===== src/rtl/frame_draw_sequencer_if.sv =====
// Sprite ROM read port and frame buffer write port shared between the
// frame draw sequencer (master) and the ROM / frame buffer side (slave).
interface frame_draw_sequencer_if #(
    parameter int ADDR_W = 16,
    parameter int DATA_W = 4
);
    logic [ADDR_W-1:0] rom_addr;
    logic [DATA_W-1:0] rom_data;
    logic [16:0]       fb_addr;
    logic [DATA_W-1:0] fb_data;
    logic              fb_we;
    logic              fb_ready;

    modport master (
        output rom_addr,
        input  rom_data,
        output fb_addr,
        output fb_data,
        output fb_we,
        input  fb_ready
    );

    modport slave (
        input  rom_addr,
        output rom_data,
        input  fb_addr,
        input  fb_data,
        input  fb_we,
        output fb_ready
    );
endinterface


===== src/rtl/frame_draw_sequencer.sv =====
// Raster-order pixel scheduler: arbitrates one sprite ROM read port across
// object layers and writes one palette index per pixel to the frame buffer.
//
// state   | meaning
// IDLE    | waiting for frame_start
// SCAN    | sample layer_hit, pick highest-priority layer
// READ    | ROM address presented
// WAIT    | ROM pipeline delay
// CAPTURE | latch ROM data (transparent -> background)
// WRITE   | fb_we asserted until fb_ready, then advance pixel
// DONE    | one-cycle frame completion pulse
module frame_draw_sequencer #(
    parameter int                 H_RES           = 320,
    parameter int                 V_RES           = 240,
    parameter int                 NUM_LAYERS      = 4,
    parameter int                 ADDR_W          = 16,
    parameter int                 DATA_W          = 4,
    parameter logic [DATA_W-1:0]  TRANSPARENT_IDX = '0,
    parameter logic [DATA_W-1:0]  BG_IDX          = 1
) (
    input  logic                         Clk,
    input  logic                         Reset,
    input  logic                         frame_start,
    output logic [8:0]                   PixelX,
    output logic [8:0]                   PixelY,
    input  logic [NUM_LAYERS-1:0]        layer_hit,
    input  logic [NUM_LAYERS*ADDR_W-1:0] layer_addr,
    frame_draw_sequencer_if.master       bus,
    output logic                         busy,
    output logic                         done,
    output logic                         overrun
);
    localparam int SEL_W = (NUM_LAYERS > 1) ? $clog2(NUM_LAYERS) : 1;

    typedef enum logic [2:0] {
        S_IDLE, S_SCAN, S_READ, S_WAIT, S_CAPTURE, S_WRITE, S_DONE
    } state_t;

    state_t            state_q, state_d;
    logic [8:0]        px_q, px_d, py_q, py_d;
    logic [ADDR_W-1:0] rom_addr_q, rom_addr_d;
    logic [16:0]       fb_addr_q, fb_addr_d;
    logic [DATA_W-1:0] fb_data_q, fb_data_d;
    logic              overrun_q, overrun_d;
    logic [SEL_W-1:0]  sel;

    always_ff @(posedge Clk) begin
        if (Reset) begin
            state_q    <= S_IDLE;
            px_q       <= '0;
            py_q       <= '0;
            rom_addr_q <= '0;
            fb_addr_q  <= '0;
            fb_data_q  <= '0;
            overrun_q  <= 1'b0;
        end else begin
            state_q    <= state_d;
            px_q       <= px_d;
            py_q       <= py_d;
            rom_addr_q <= rom_addr_d;
            fb_addr_q  <= fb_addr_d;
            fb_data_q  <= fb_data_d;
            overrun_q  <= overrun_d;
        end
    end

    always_comb begin
        state_d    = state_q;
        px_d       = px_q;
        py_d       = py_q;
        rom_addr_d = rom_addr_q;
        fb_addr_d  = fb_addr_q;
        fb_data_d  = fb_data_q;
        overrun_d  = overrun_q | (frame_start && (state_q != S_IDLE));

        // Descending walk so the lowest set index (highest priority) wins.
        sel = '0;
        for (int i = NUM_LAYERS - 1; i >= 0; i--) begin
            if (layer_hit[i]) sel = SEL_W'(i);
        end

        case (state_q)
            S_IDLE: begin
                if (frame_start) begin
                    px_d      = '0;
                    py_d      = '0;
                    fb_addr_d = '0;
                    state_d   = S_SCAN;
                end
            end
            S_SCAN: begin
                if (|layer_hit) begin
                    rom_addr_d = layer_addr[sel*ADDR_W +: ADDR_W];
                    state_d    = S_READ;
                end else begin
                    fb_data_d = BG_IDX;
                    state_d   = S_WRITE;
                end
            end
            S_READ:  state_d = S_WAIT;
            S_WAIT:  state_d = S_CAPTURE;
            S_CAPTURE: begin
                fb_data_d = (bus.rom_data == TRANSPARENT_IDX) ? BG_IDX : bus.rom_data;
                state_d   = S_WRITE;
            end
            S_WRITE: begin
                if (bus.fb_ready) begin
                    fb_addr_d = fb_addr_q + 17'd1;
                    state_d   = S_SCAN;
                    if (px_q == 9'(H_RES - 1)) begin
                        px_d = '0;
                        if (py_q == 9'(V_RES - 1)) state_d = S_DONE;
                        else                       py_d    = py_q + 9'd1;
                    end else begin
                        px_d = px_q + 9'd1;
                    end
                end
            end
            S_DONE:  state_d = S_IDLE;
            default: state_d = S_IDLE;
        endcase
    end

    always_comb begin
        PixelX       = px_q;
        PixelY       = py_q;
        bus.rom_addr = rom_addr_q;
        bus.fb_addr  = fb_addr_q;
        bus.fb_data  = fb_data_q;
        bus.fb_we    = (state_q == S_WRITE);
        busy         = (state_q != S_IDLE);
        done         = (state_q == S_DONE);
        overrun      = overrun_q;
    end
endmodule

===== src/flat_wrapper.sv =====
// flat-port wrapper written by rule: the top's interface ports become plain ports
module frame_draw_sequencer_flat 
#(
    parameter int                 H_RES           = 320,
    parameter int                 V_RES           = 240,
    parameter int                 NUM_LAYERS      = 4,
    parameter int                 ADDR_W          = 16,
    parameter int                 DATA_W          = 4,
    parameter logic [DATA_W-1:0]  TRANSPARENT_IDX = '0,
    parameter logic [DATA_W-1:0]  BG_IDX          = 1
)
  (Clk, Reset, frame_start, PixelX, PixelY, layer_hit, layer_addr, busy, done, overrun, bus_rom_addr, bus_rom_data, bus_fb_addr, bus_fb_data, bus_fb_we, bus_fb_ready);
  frame_draw_sequencer_if #(.ADDR_W(ADDR_W), .DATA_W(DATA_W)) bus_i ();
  input  logic Clk;
  input  logic Reset;
  input  logic frame_start;
  output logic [8:0] PixelX;
  output logic [8:0] PixelY;
  input  logic [NUM_LAYERS-1:0] layer_hit;
  input  logic [NUM_LAYERS*ADDR_W-1:0] layer_addr;
  output logic busy;
  output logic done;
  output logic overrun;
  output wire logic [$bits(bus_i.rom_addr)-1:0] bus_rom_addr;
  input wire logic [$bits(bus_i.rom_data)-1:0] bus_rom_data;
  output wire logic [$bits(bus_i.fb_addr)-1:0] bus_fb_addr;
  output wire logic [$bits(bus_i.fb_data)-1:0] bus_fb_data;
  output wire logic [$bits(bus_i.fb_we)-1:0] bus_fb_we;
  input wire logic [$bits(bus_i.fb_ready)-1:0] bus_fb_ready;
  assign bus_rom_addr = bus_i.rom_addr;
  assign bus_i.rom_data = bus_rom_data;
  assign bus_fb_addr = bus_i.fb_addr;
  assign bus_fb_data = bus_i.fb_data;
  assign bus_fb_we = bus_i.fb_we;
  assign bus_i.fb_ready = bus_fb_ready;
  frame_draw_sequencer #(.H_RES(H_RES), .V_RES(V_RES), .NUM_LAYERS(NUM_LAYERS), .ADDR_W(ADDR_W), .DATA_W(DATA_W), .TRANSPARENT_IDX(TRANSPARENT_IDX), .BG_IDX(BG_IDX)) u_core (.Clk(Clk), .Reset(Reset), .frame_start(frame_start), .PixelX(PixelX), .PixelY(PixelY), .layer_hit(layer_hit), .layer_addr(layer_addr), .bus(bus_i), .busy(busy), .done(done), .overrun(overrun));
endmodule

===== config.mk =====
export PLATFORM = sky130hd
export DESIGN_NAME = frame_draw_sequencer_flat
export DESIGN_NICKNAME = d
export VERILOG_FILES = /design/src/rtl/frame_draw_sequencer_if.sv /design/src/rtl/frame_draw_sequencer.sv /design/src/flat_wrapper.sv
export SDC_FILE = /design/constraint.sdc
export NUM_CORES = 1
export LEC_CHECK = 0
export ABC_AREA = 1
export CELL_PAD_IN_SITES_DETAIL_PLACEMENT = 1
export CELL_PAD_IN_SITES_GLOBAL_PLACEMENT = 2
export CORE_MARGIN = 8
export CORE_UTILIZATION = 24
export CTS_BUF_LIST = sky130_fd_sc_hd__clkbuf_4 sky130_fd_sc_hd__clkbuf_8 sky130_fd_sc_hd__clkbuf_16
export DETAILED_ROUTE_END_ITERATION = 10
export GPL_ROUTABILITY_DRIVEN = 0
export GPL_TIMING_DRIVEN = 1
export PLACE_DENSITY = 0.95
export SLEW_MARGIN = 20
export SYNTH_ARGS = -nofsm -noshare
export SYNTH_HDL_FRONTEND = slang
export SYNTH_SLANG_ARGS = --single-unit

===== constraint.sdc =====
create_clock -name Clk -period 3.45 [get_ports Clk]
set_input_delay 0.345 -clock Clk [delete_from_list [all_inputs] [get_ports Clk]]
set_output_delay 0.345 -clock Clk [all_outputs]
set_load 0.1 [all_outputs]

==> results.txt, run 1 <==
* Dpl hpwl: 10,400 um
- Synthesized netlist net count: 680
- Cell with the most instances after synthesis: sky130_fd_sc_hd__nand2_1
* Number of diodes: 0
- Setup slack on the worst flop-to-flop path: 1.43 ns
- After detailed routing, the total wire length is 13,200 um.
- Wire length per cell: 14.3 um
- After synthesis, the netlist uses 35 different library cells.
- Counting flops with a built-in enable in the synthesized netlist gives 0.
- Overall die height: 140 um
- Of all flip-flops after synthesis, the portion carrying an async set or reset was 0%.
- For this run, the number of Yosys warnings is 0.
* Worst Path Class, Setup: reg -> out
- In this run, synthesis produced a sequential element count of 59.
- For the final routed database, the setup TNS stands at 0 ns.
- Growth of design area from synthesis to finish: 47.6%
- Setup repair after global routing missed its margin: no
* Worst-case hold path end point: u_core.bus.fb_data[3]
- Headroom to the max-slew limit came out at 31.8%.
- In this run the tool buffered the top-level ports with 134 buffer cells.
- Required time of the critical path: 3.11 ns
- Global-route wire length before repair: 22,200 um
* Worst hold path type: reg -> reg
- The floorplan step defined a core boundary enclosing 15,100 um^2.
- Counting the buffers created by CTS gives 9.
- For the pin with the worst max-slew slack, the measured transition is 1.02 ns.
- Sequential cells were found to cover 31.8% of the synthesized design area.
- DRC violation total after the first TritonRoute iteration: 100
- VDD sags by at most 0.231 mV.
* Number of global-route vias before repair: 4,440
- Post-CTS timing repair inserted 0 buffers for setup.
* Crit path capture type: output pin
- The clock tree synthesis step divided the H-tree into 3 levels.
- Die Width: 140 um
* Run status: finished clean
- For this run, the post-layout net count is 808.
* Clock input transition at the sequential cells of the worst setup and hold paths: 0.05 ns
- Before antenna repair, the detailed router went through 4 iterations.
- Counting every sink on the clock net gives 59.
* Count of vias placed by the detailed router: 4,190
* Crit Reg-Reg Endpoint: u_core.bus.fb_addr[8]
* Synth area leader: sky130_fd_sc_hd__dfxtp_1
- The tree is rooted in a sky130_fd_sc_hd__clkbuf_16.
- Syn Inst Count: 601
- Commonest cells post-synth: sky130_fd_sc_hd__nand2_1 (140), sky130_fd_sc_hd__nor2_1 (98), sky130_fd_sc_hd__inv_1 (95), sky130_fd_sc_hd__nand3_1 (64), sky130_fd_sc_hd__dfxtp_1 (59)
- Final Hold Violating Endpoints: 0
- Proportion of layout cells with a drive suffix above 1: 6.00%
- Across the run, the number of max-cap violations was 0.
- Total of hold buffers inserted after clock tree synthesis: 0
- Antenna violations before repair: 0
* Main flop type after synthesis: sky130_fd_sc_hd__dfxtp_1
- Data arrives at the worst endpoint at 2.16 ns.
- 135 I/O pins were placed.
* Maximum buffer depth of the clock tree: 2
- Count of antenna-violating nets left after detailed routing: 0
* Average instance area after synthesis: 6.19 um^2
- Total of fill cells in the finished design: 1,937
- Clock skew on the completed layout was measured at 0.00428 ns.
- The clock reaches the later pin of the worst-skew pair after 0.33 ns.
- In this run the static leakage power is 2.29 nW.
- Biggest fanout along the worst timing path: 5
- GR Overflow Total: 0
- Of the available clock period, the critical path in the final layout requires 72.5%.
- Along the worst hold path, the cell count comes to 2.
- Once the floorplan was initialized, standard cells occupied 24.5% of the core.
* TritonCTS clock tree: yes
* Worst hold path startpoint: u_core.bus.fb_data[3]
- The max-slew violation count came to 0.
* DRC violation count after routing: 0
- For this design the ratio of total power to cell area is 418 nW/um^2.
- The tightest hold path in the finished design has a slack of 0.467 ns.
- Shortest clock period the worst path allows after layout: 2.50 ns
- In the global route stage, overall resource usage came out at 13.9%.
- Startpoint of the worst-slack reg-to-reg timing path: u_core.state_q[0]
- Core Rows: 45
* Cells resized by post-CTS repair: 0
- The share of synthesized area in the top cell type comes to 31.8%.
* Largest net degree at the start of global routing: 49
* Total of endpoints with negative setup slack in the final report: 0
- STA classifies the critical path startpoint as a flop.
- After synthesis the cells add up to 3720 um^2.
* Number of vias per cell: 4.55
* Synth area leaders: sky130_fd_sc_hd__dfxtp_1 (32%), sky130_fd_sc_hd__nand2_1 (14%), sky130_fd_sc_hd__nor2_1 (9.9%)
- Full die area: 19,700 um^2
- Based on the critical path, the design can be clocked at up to 400 MHz.
- Path depth of the worst reg2reg path: 9
[metal layers]
metal	global-route usage (%)	wire, um	part of all wire [%]
met1	15.5	5860	44
met2	23.0	5950	45
met3	5.88	1140	8.7
met4	5.77	234	1.8
met5	0	0	0
[layout make-up]
class | instances | area [um^2] | share of cell area (%)
well taps | 188 | 235 | 4.29
clock inverters | 2 | 10.0 | 0.182
clock buffers | 13 | 274 | 4.99
multi-input cells | 421 | 2050 | 37.4
flip-flops and latches | 59 | 1180 | 21.5
repair buffers | 137 | 1360 | 24.7
inverters | 101 | 379 | 6.91
[worst max-delay path: stages (launching register included)]
cell	delay, ns
sky130_fd_sc_hd__dfxtp_1	0.42
sky130_fd_sc_hd__nand2_1	0.09
sky130_fd_sc_hd__nor2_1	0.15
sky130_fd_sc_hd__clkdlybuf4s50_1	1.16
[sequential cells by signal (all words and copies together) (netlist names)]
| register | cells |
|---|---|
| u_core.PixelY | 9 |
| u_core.bus.fb_addr | 17 |
| u_core.overrun | 1 |
| u_core.bus.rom_addr | 16 |
| u_core.bus.fb_data | 4 |
| u_core.state_q | 3 |
| u_core.PixelX | 9 |
[worst max path at each step]
stage / start / end / slack [ns] / cells past startpoint
after CTS: u_core.state_q[1] / done / 0.92 / 3
after global routing: u_core.state_q[1] / done / 0.85 / 3
final: u_core.state_q[1] / done / 0.95 / 3
after global placement: layer_hit[2] / u_core.bus.rom_addr[8] / 0.86 / 7
after floorplan: u_core.PixelX[0] / u_core.PixelX[3] / 1.14 / 7
after detailed placement: layer_hit[2] / u_core.bus.rom_addr[15] / 0.85 / 7
[report_power, final]
group | switching, mW | leakage (nW) | internal, mW
clock network | 0.316 | 0.145 | 0.546
logic | 0.471 | 1.66 | 0.216
registers | 0.0284 | 0.479 | 0.718
total | 0.815 | 2.29 | 1.48
[cells in the final DEF, fill, tap and decap left out, types with 4 or more instances in the layout]
| cell | Yosys | final |
|---|---|---|
| sky130_fd_sc_hd__nand2_2 | 4 | 4 |
| sky130_fd_sc_hd__nand3b_1 | 17 | 17 |
| sky130_fd_sc_hd__clkdlybuf4s50_1 | 0 | 131 |
| sky130_fd_sc_hd__o211ai_1 | 16 | 16 |
| sky130_fd_sc_hd__inv_2 | 5 | 5 |
| sky130_fd_sc_hd__nand4_1 | 10 | 10 |
| sky130_fd_sc_hd__dfxtp_1 | 59 | 59 |
| sky130_fd_sc_hd__clkbuf_16 | 0 | 9 |
| sky130_fd_sc_hd__nor2_1 | 98 | 98 |
| sky130_fd_sc_hd__a21oi_1 | 28 | 28 |
| sky130_fd_sc_hd__inv_1 | 95 | 95 |
| sky130_fd_sc_hd__nor3_1 | 9 | 9 |
| sky130_fd_sc_hd__o21ai_0 | 7 | 7 |
| sky130_fd_sc_hd__nand3_1 | 64 | 64 |
| sky130_fd_sc_hd__nand2_1 | 140 | 140 |
| sky130_fd_sc_hd__buf_4 | 0 | 6 |
[kinds of logic (layout without fill, tap and decap cells)]
kind of cell	after synthesis	after routing	share of synthesized area, %
simple gates	353	353	42.7
buf+inv	121	253	13.0
compound gates	63	63	11.0
flops	59	59	31.8
fa+ha+maj	3	3	1.01
xor+xnor	2	2	0.471
[metrics by stage]
| stage | total power [mW] | util [%] | area (um^2) | setup WS (ns) | std cells |
|---|---|---|---|---|---|
| after floorplan | 1.23 | - | 3720 | 1.14 | 601 |
| after global placement | 1.45 | 34.4 | 5200 | 0.863 | 906 |
| after detailed placement | 1.46 | 34.4 | 5200 | 0.847 | 906 |
| after CTS | 2.34 | 36.2 | 5490 | 0.922 | 921 |
| after global routing | 2.42 | 36.2 | 5490 | 0.852 | 921 |
| final | 2.29 | 36.2 | 5490 | 0.948 | 921 |
Note: power is estimated with default switching activity, not from simulation.
==> inputs of run 2 (changes only) <==
- CORE_UTILIZATION: 24 -> 23
- PLACE_DENSITY: 0.95 -> 0.92
- clock period: 3.45 -> 2.5 ns (I/O delays scaled with it)
==> run 2 against run 1 <==
Flip-flop and latch count is the same. Clock skew up 0.00098 ns. First-iteration DRC count is 43% higher. Sequential share of layout area grew 0.17 points. Largest power group unchanged. Highest routed layer unchanged.
==> results.txt, run 2 (synthesis gave the netlist of run 1 again) <==
* Core Rows: 46 (was 45)
- Number of cells on the worst hold path: 2 (unchanged)
* Proportion of layout cells with a drive suffix above 1: 14.2% (was 6.00%)
* Antenna violations before repair: 0 (unchanged)
* Maximum achievable frequency: 499 MHz
- Most used cells in the layout excluding fill and tap cells: sky130_fd_sc_hd__nand2_1 (140), sky130_fd_sc_hd__nor2_1 (98), sky130_fd_sc_hd__inv_1 (95) (was sky130_fd_sc_hd__nand2_1 (140), sky130_fd_sc_hd__clkdlybuf4s50_1 (131), sky130_fd_sc_hd__nor2_1 (98))
- Biggest fanout along the worst timing path: 17 (was 5)
- DRC violation count after routing: 0 (unchanged)
- Wire length per cell: 14.0 um (was 14.3 um)
- Commonest non-fill, non-tap cell in the layout: sky130_fd_sc_hd__nand2_1 (unchanged)
- The hold buffer count at CTS was 0 (unchanged).
* Detailed Routing Iterations Pass 1: 4 (unchanged)
- Global-route wire length before repair: 22,100 um (was 22,200 um)
- Crit Reg-Reg Endpoint: u_core.bus.fb_addr[3] (was u_core.bus.fb_addr[8])
* Count of vias placed by the detailed router: 4,150 (was 4,190)
* Remaining max-slew budget at the tightest pin: 50.3% (was 31.8%)
- The end point of the worst hold path was u_core.bus.fb_data[2] (was u_core.bus.fb_data[3]).
* Startpoint of the worst-slack reg-to-reg timing path: u_core.state_q[0] (unchanged)
* Worst Path Class, Setup: in -> reg (was reg -> out)
* Hold Worst Slack: 0.463 ns (was 0.467 ns)
- The signed area change from the synthesized netlist to the final layout came to 46.5% (was 47.6%).
* Dpl hpwl: 10,700 um (was 10,400 um)
- The clock period could shrink to 2.00 ns.
* Post-CTS repair timing setup buffer count: 0 (unchanged)
- Worst hold path startpoint: u_core.bus.fb_data[2] (was u_core.bus.fb_data[3])
- The transition at the pin with the smallest max-transition slack is 0.746 ns (was 1.02 ns).
- The number of gates resized after cts is 0 (unchanged).
* Clock latency on the worst-skew pair: 0.34 ns (was 0.33 ns)
- The height of the chip is 143 um (was 140 um).
* Path depth of the worst reg2reg path: 7 (was 9)
* Final setup slack of the worst path: 0.496 ns (was 0.948 ns)
- Worst hold path type: reg -> reg (unchanged)
- The antenna violation net count after detailed routing came to 0 (unchanged).
- Required time of the critical path: 2.74 ns (was 3.11 ns)
- Run status: finished clean (unchanged)
- Max VDD drop: 0.287 mV (was 0.231 mV)
- The initial cell density of the core came to 23.5% (was 24.5%).
- The number of design-rule violations left by the first detailed-router iteration came to 143 (was 100).
- Routed met1 length: 5710 um (was 5860 um)
- The slack of the worst reg-to-reg path came to 0.64 ns (was 1.43 ns).
- Clock input transition at the sequential cells of the worst setup and hold paths: 0.05 ns (about the same)
* Lkg Pwr: 2.43 nW (was 2.29 nW)
- Total of endpoints with negative setup slack in the final report: 0 (unchanged)
- Clock root cell: sky130_fd_sc_hd__clkbuf_16 (unchanged)
* Final Hold Violating Endpoints: 0 (unchanged)
- The post-layout net count came to 813 (was 808).
* Setup WS pre-CTS: 0.0530 ns (was 0.847 ns)
- TritonCTS clock tree: yes (unchanged)
* I/O pin total: 135 (unchanged)
* Number of diodes: 0 (unchanged)
- The length of routed met3 wiring is 1420 um (was 1140 um).
- Die Width: 143 um (was 140 um)
- Critical path data arrival time: 2.24 ns (was 2.16 ns)
- The max-slew violation count was 0 (unchanged).
- Met2 Wirelength: 6090 um (was 5950 um)
- Largest net degree at the start of global routing: 49 (unchanged)
- The overall fraction of global-route tracks in use was 13.6% (was 13.9%).
- Pwr dens: 582 nW/um^2 (was 418 nW/um^2)
- The topmost layer with routed signal wires is met4 (unchanged).
- The via count of the first global-routing pass came to 4,319 (was 4,440).
- CTS Sinks: 59 (unchanged)
- Std-Cell Core Area: 15,800 um^2 (was 15,100 um^2)
- Setup repair after global routing missed its margin: no (unchanged)
- Max-cap violation count: 0 (unchanged)
- Worst Setup Start Kind: primary input (was flop)
- GR Overflow Total: 0 (unchanged)
* Flip-flop count of the largest register after layout: 17 (unchanged)
- Clock skew: 0.00525 ns (was 0.00428 ns)
- Crit path capture type: flop (was output pin)
* Number of CTS-inserted buffers: 9 (unchanged)
* Maximum buffer depth of the clock tree: 2 (unchanged)
- The worst path uses 80.2% of the clock period.
- The sum of negative setup slack was 0 ns (unchanged).
- The area of the die is 20,500 um^2 (was 19,700 um^2).
* Number of vias per cell: 4.35 (was 4.55)
- Wirelength, routed: 13,400 um (was 13,200 um)
* Port buffer count: 134 (unchanged)
- H-Tree Depth: 3 (unchanged)
## run 2: cell type report
cell class                 count  area [um^2]
clock buffer                  13          274
clock inverter                 2         10.0
fill                        2031        10400
inverter                     101          379
multi-input combinational    421         2050
sequential                    59         1180
tap                          216          270
timing repair buffer         142         1280
## run 2: critical path, cell delays in order
cell and delay, ns:
sky130_fd_sc_hd__clkdlybuf4s50_1 0.49, sky130_fd_sc_hd__o21ai_2 0.62, sky130_fd_sc_hd__inv_1 0.45, sky130_fd_sc_hd__nand3_1 0.21
sky130_fd_sc_hd__nand3_1 0.10, sky130_fd_sc_hd__nand2_1 0.08, sky130_fd_sc_hd__inv_1 0.03
## run 2: how the worst max path moves through the flow
| stage | from | endpoint | cells past startpoint |
|---|---|---|---|
| after floorplan | u_core.PixelX[0] | u_core.PixelX[3] | 7 |
| after CTS | layer_hit[2] | u_core.bus.rom_addr[11] | 7 |
| final | layer_hit[2] | u_core.bus.rom_addr[11] | 7 |
| after global routing | layer_hit[2] | u_core.bus.rom_addr[5] | 7 |
| after detailed placement | layer_hit[2] | u_core.bus.rom_addr[11] | 7 |
| after global placement | layer_hit[2] | u_core.bus.rom_addr[6] | 7 |
## run 2: power by group
part | switching (mW) | internal (mW) | leakage (nW)
clock network | 0.440 | 0.753 | 0.145
logic | 0.653 | 0.290 | 1.80
registers | 0.0407 | 0.991 | 0.479
total | 1.13 | 2.03 | 2.43
## run 2: routing by layer
layer  global-route usage [%]  up-vias
li1                         -     2167
met1                     15.1     1858
met2                     22.0      116
met3                     7.35        9
met4                     3.58        0
met5                        0        -
## run 2: metrics by stage
step	cell area, um^2	util, %	instances	power, mW
finish	5450	34.4	954	3.17
global route	5450	34.4	954	3.33
CTS	5450	34.4	954	3.23
detailed placement	5160	32.6	939	2.01
global placement	5160	32.6	939	2.00
floorplan	3720	-	601	1.70
==> inputs of run 3 (changes only) <==
- CORE_UTILIZATION: 23 -> 20
- PLACE_DENSITY: 0.92 -> 0.86
- clock period: 2.5 -> 1.8 ns (I/O delays scaled with it)
==> run 3 against run 2 <==
Worst hold slack got worse by 0.016 ns. Flip-flop and latch count stayed put. First-iteration DRC count fell by 7.0%. Routed wire length increased by 3.5%. Die area rose by 13%.
==> results.txt, run 3 (synthesis gave the netlist of run 1 again) <==
- Run status: finished clean (unchanged).
- The number of gates resized after cts was 0 (unchanged).
* CTS Sinks: 59 (unchanged)
- Commonest non-fill, non-tap cell in the layout: sky130_fd_sc_hd__nand2_1 (unchanged)
- The clock tree from TritonCTS is yes (unchanged).
- Most used cells in the layout excluding fill and tap cells: sky130_fd_sc_hd__nand2_1 (139), sky130_fd_sc_hd__nor2_1 (97), sky130_fd_sc_hd__inv_1 (95) (was sky130_fd_sc_hd__nand2_1 (140), sky130_fd_sc_hd__nor2_1 (98), sky130_fd_sc_hd__inv_1 (95))
* Required time of the critical path: 2.00 ns (was 2.74 ns)
- The number of vias per cell after detailed routing came to 4.33 (was 4.35).
- Std-Cell Core Area: 18,500 um^2 (was 15,800 um^2)
* Number of max-slew violations in the final report: 0 (unchanged)
* Shortest clock period the worst path allows after layout: 1.63 ns
- Crit path capture type: flop (unchanged)
- The number of iterations in the first detailed-routing pass was 4 (unchanged).
* Proportion of layout cells with a drive suffix above 1: 20.1% (was 14.2%)
- Placed standard-cell area: 5440 um^2 (was 5160 um^2)
- Number of cells on the worst hold path: 2 (unchanged)
- The initial cell density of the core came to 20.1% (was 23.5%).
- The number of cell rows is 50 (was 46).
* Antenna violations before repair: 3 (was 0)
- Worst Path Class, Setup: reg -> reg (was in -> reg)
* Number of diodes: 0 (unchanged)
- The signed area change from the synthesized netlist to the final layout is 54.3% (was 46.5%).
* Port buffer count: 134 (unchanged)
- The width of the die came to 152 um (was 143 um).
- Overall Global Routing Usage: 12.1% (was 13.6%)
- Path depth of the worst reg2reg path: 8 (was 7)
* Total of hold buffers inserted after clock tree synthesis: 0 (unchanged)
- The post-route clock skew is 0.0109 ns (was 0.00525 ns).
- Static timing analysis puts the maximum clock frequency at 613 MHz.
- The wire length reported by the detailed router was 13,800 um (was 13,400 um).
- The residual DRC count is 0 (unchanged).
- The pin count of the biggest net entering global routing was 49 (unchanged).
* Full die area: 23,200 um^2 (was 20,500 um^2)
* Setup slack on the worst flop-to-flop path: 0.17 ns (was 0.64 ns)
- Actual transition at the worst max-transition pin: 0.507 ns (was 0.746 ns)
* I/O pin total: 135 (unchanged)
* Max-cap violation count: 0 (unchanged)
- The static leakage power came to 2.55 nW (was 2.43 nW).
- Dpl hpwl: 11,100 um (was 10,700 um)
* Count of antenna-violating nets left after detailed routing: 0 (unchanged)
- Setup WS pre-CTS: -0.0230 ns (was 0.0530 ns)
- Crit Reg-Reg Endpoint: u_core.PixelY[2] (was u_core.bus.fb_addr[3])
* Count of vias placed by the detailed router: 4,286 (was 4,150)
- Maximum buffer depth of the clock tree: 2 (unchanged)
- The final worst setup slack is 0.168 ns (was 0.496 ns).
- Overall die height: 152 um (was 143 um)
* Final #Nets: 829 (was 813)
* Clock input transition at the sequential cells of the worst setup and hold paths: 0.05 ns (about the same)
- Startpoint of the worst-slack reg-to-reg timing path: u_core.PixelX[0] (was u_core.state_q[0])
- Worst-case hold path end point: u_core.bus.fb_addr[4] (was u_core.bus.fb_data[2])
- The worst path uses 90.7% of the clock period.
- The overall overflow remaining after global route is 0 (unchanged).
- The total power per unit cell area came to 795 nW/um^2 (was 582 nW/um^2).
* Max VDD drop: 0.341 mV (was 0.287 mV)
- The worst path arrival time is 1.84 ns (was 2.24 ns).
* Setup repair after global routing missed its margin: no (unchanged)
* Number of CTS-inserted buffers: 9 (unchanged)
* DRC violation total after the first TritonRoute iteration: 133 (was 143)
- The count of endpoints failing setup in the final report was 0 (unchanged).
* Global-route wire length before repair: 23,000 um (was 22,100 um)
- The origin of the worst min-delay path is u_core.bus.fb_addr[4] (was u_core.bus.fb_data[2]).
- Biggest fanout along the worst timing path: 9 (was 17)
- Area of all placed cells without fillers: 5740 um^2 (was 5450 um^2)
* Number of global-route vias before repair: 4,529 (was 4,319)
- The root buffer selected by CTS is sky130_fd_sc_hd__clkbuf_16 (unchanged).
- The post-CTS setup buffer count was 0 (unchanged).
- The worst slew margin relative to its limit is 66.2% (was 50.3%).
- Worst Setup Start Kind: flop (was primary input)
- Worst hold path type: reg -> reg (unchanged)
- The number of failing hold endpoints at the final stage is 0 (unchanged).
* Hold Worst Slack: 0.447 ns (was 0.463 ns)
* Final Total Pwr: 4.56 mW (was 3.17 mW)
- The average wire per cell in the routed design came to 14.0 um (about the same).
- The maximum level of the CTS H-tree was 3 (unchanged).
- Flip-flop count of the largest register after layout: 17 (unchanged)
* Clock latency on the worst-skew pair: 0.33 ns (was 0.34 ns)
[run 3: changes by cell type in the layout (fill, tap and decap cells not counted), moves of 2 or more]
cell	delta
sky130_fd_sc_hd__dfxtp_1	-28
sky130_fd_sc_hd__dfxtp_2	+26
sky130_fd_sc_hd__buf_4	+9
sky130_fd_sc_hd__buf_12	+7
sky130_fd_sc_hd__dfxtp_4	+2
[run 3: layout make-up]
cell class | instances | area [um^2]
multi-input cells | 421 | 2060
inverters | 101 | 379
flip-flops and latches | 59 | 1220
fillers | 2294 | 12700
clock inverters | 1 | 5.00
well taps | 234 | 293
clock buffers | 15 | 295
repair buffers | 158 | 1490
[run 3: worst max-delay path by stage]
stage                             end  slack [ns]  cells past startpoint                   start
6_report             u_core.PixelY[2]        0.17                      8        u_core.PixelX[0]
5_1_grt              u_core.PixelY[1]        0.02                      9        u_core.PixelX[0]
4_1_cts              u_core.PixelY[5]        0.15                      9        u_core.PixelX[0]
3_5_place_dp   u_core.bus.rom_addr[6]       -0.02                      9            layer_hit[2]
3_3_place_gp   u_core.bus.rom_addr[6]      -0.009                      9            layer_hit[2]
2_1_floorplan  u_core.bus.fb_addr[16]       0.007                      7  u_core.bus.fb_addr[12]
[run 3: routing by layer]
metal	part of all wire, %	global-route usage [%]	routed length (um)	vias to the layer above
li1	-	-	-	2209
met1	44	13.9	6090	1944
met2	44	19.1	6130	109
met3	9.8	5.98	1360	18
met4	1.5	4.76	214	6
met5	0.27	0	38	-
[run 3: stage by stage]
step	TNS, ns	util (%)	cells
after global placement	-0.0130	29.5	973
after global routing	0	31.1	989
after CTS	0	31.1	989
after floorplan	0	-	601
final	0	31.1	989
after detailed placement	-0.141	29.5	973
[run 3: power by group]
part	total, mW	internal (mW)	switching, mW
clock	1.72	1.11	0.607
sequential	1.43	1.38	0.0514
combinational	1.41	0.481	0.930
[run 3: critical path, cell delays in order, from the launching register on]
cell and delay (ns):
sky130_fd_sc_hd__dfxtp_4 0.36, sky130_fd_sc_hd__ha_1 0.19, sky130_fd_sc_hd__nand3_1 0.12, sky130_fd_sc_hd__nor2_1 0.21, sky130_fd_sc_hd__nand3_1 0.12, sky130_fd_sc_hd__nand2_2 0.11
sky130_fd_sc_hd__nand3_2 0.20, sky130_fd_sc_hd__nand2_1 0.12, sky130_fd_sc_hd__a21oi_1 0.07
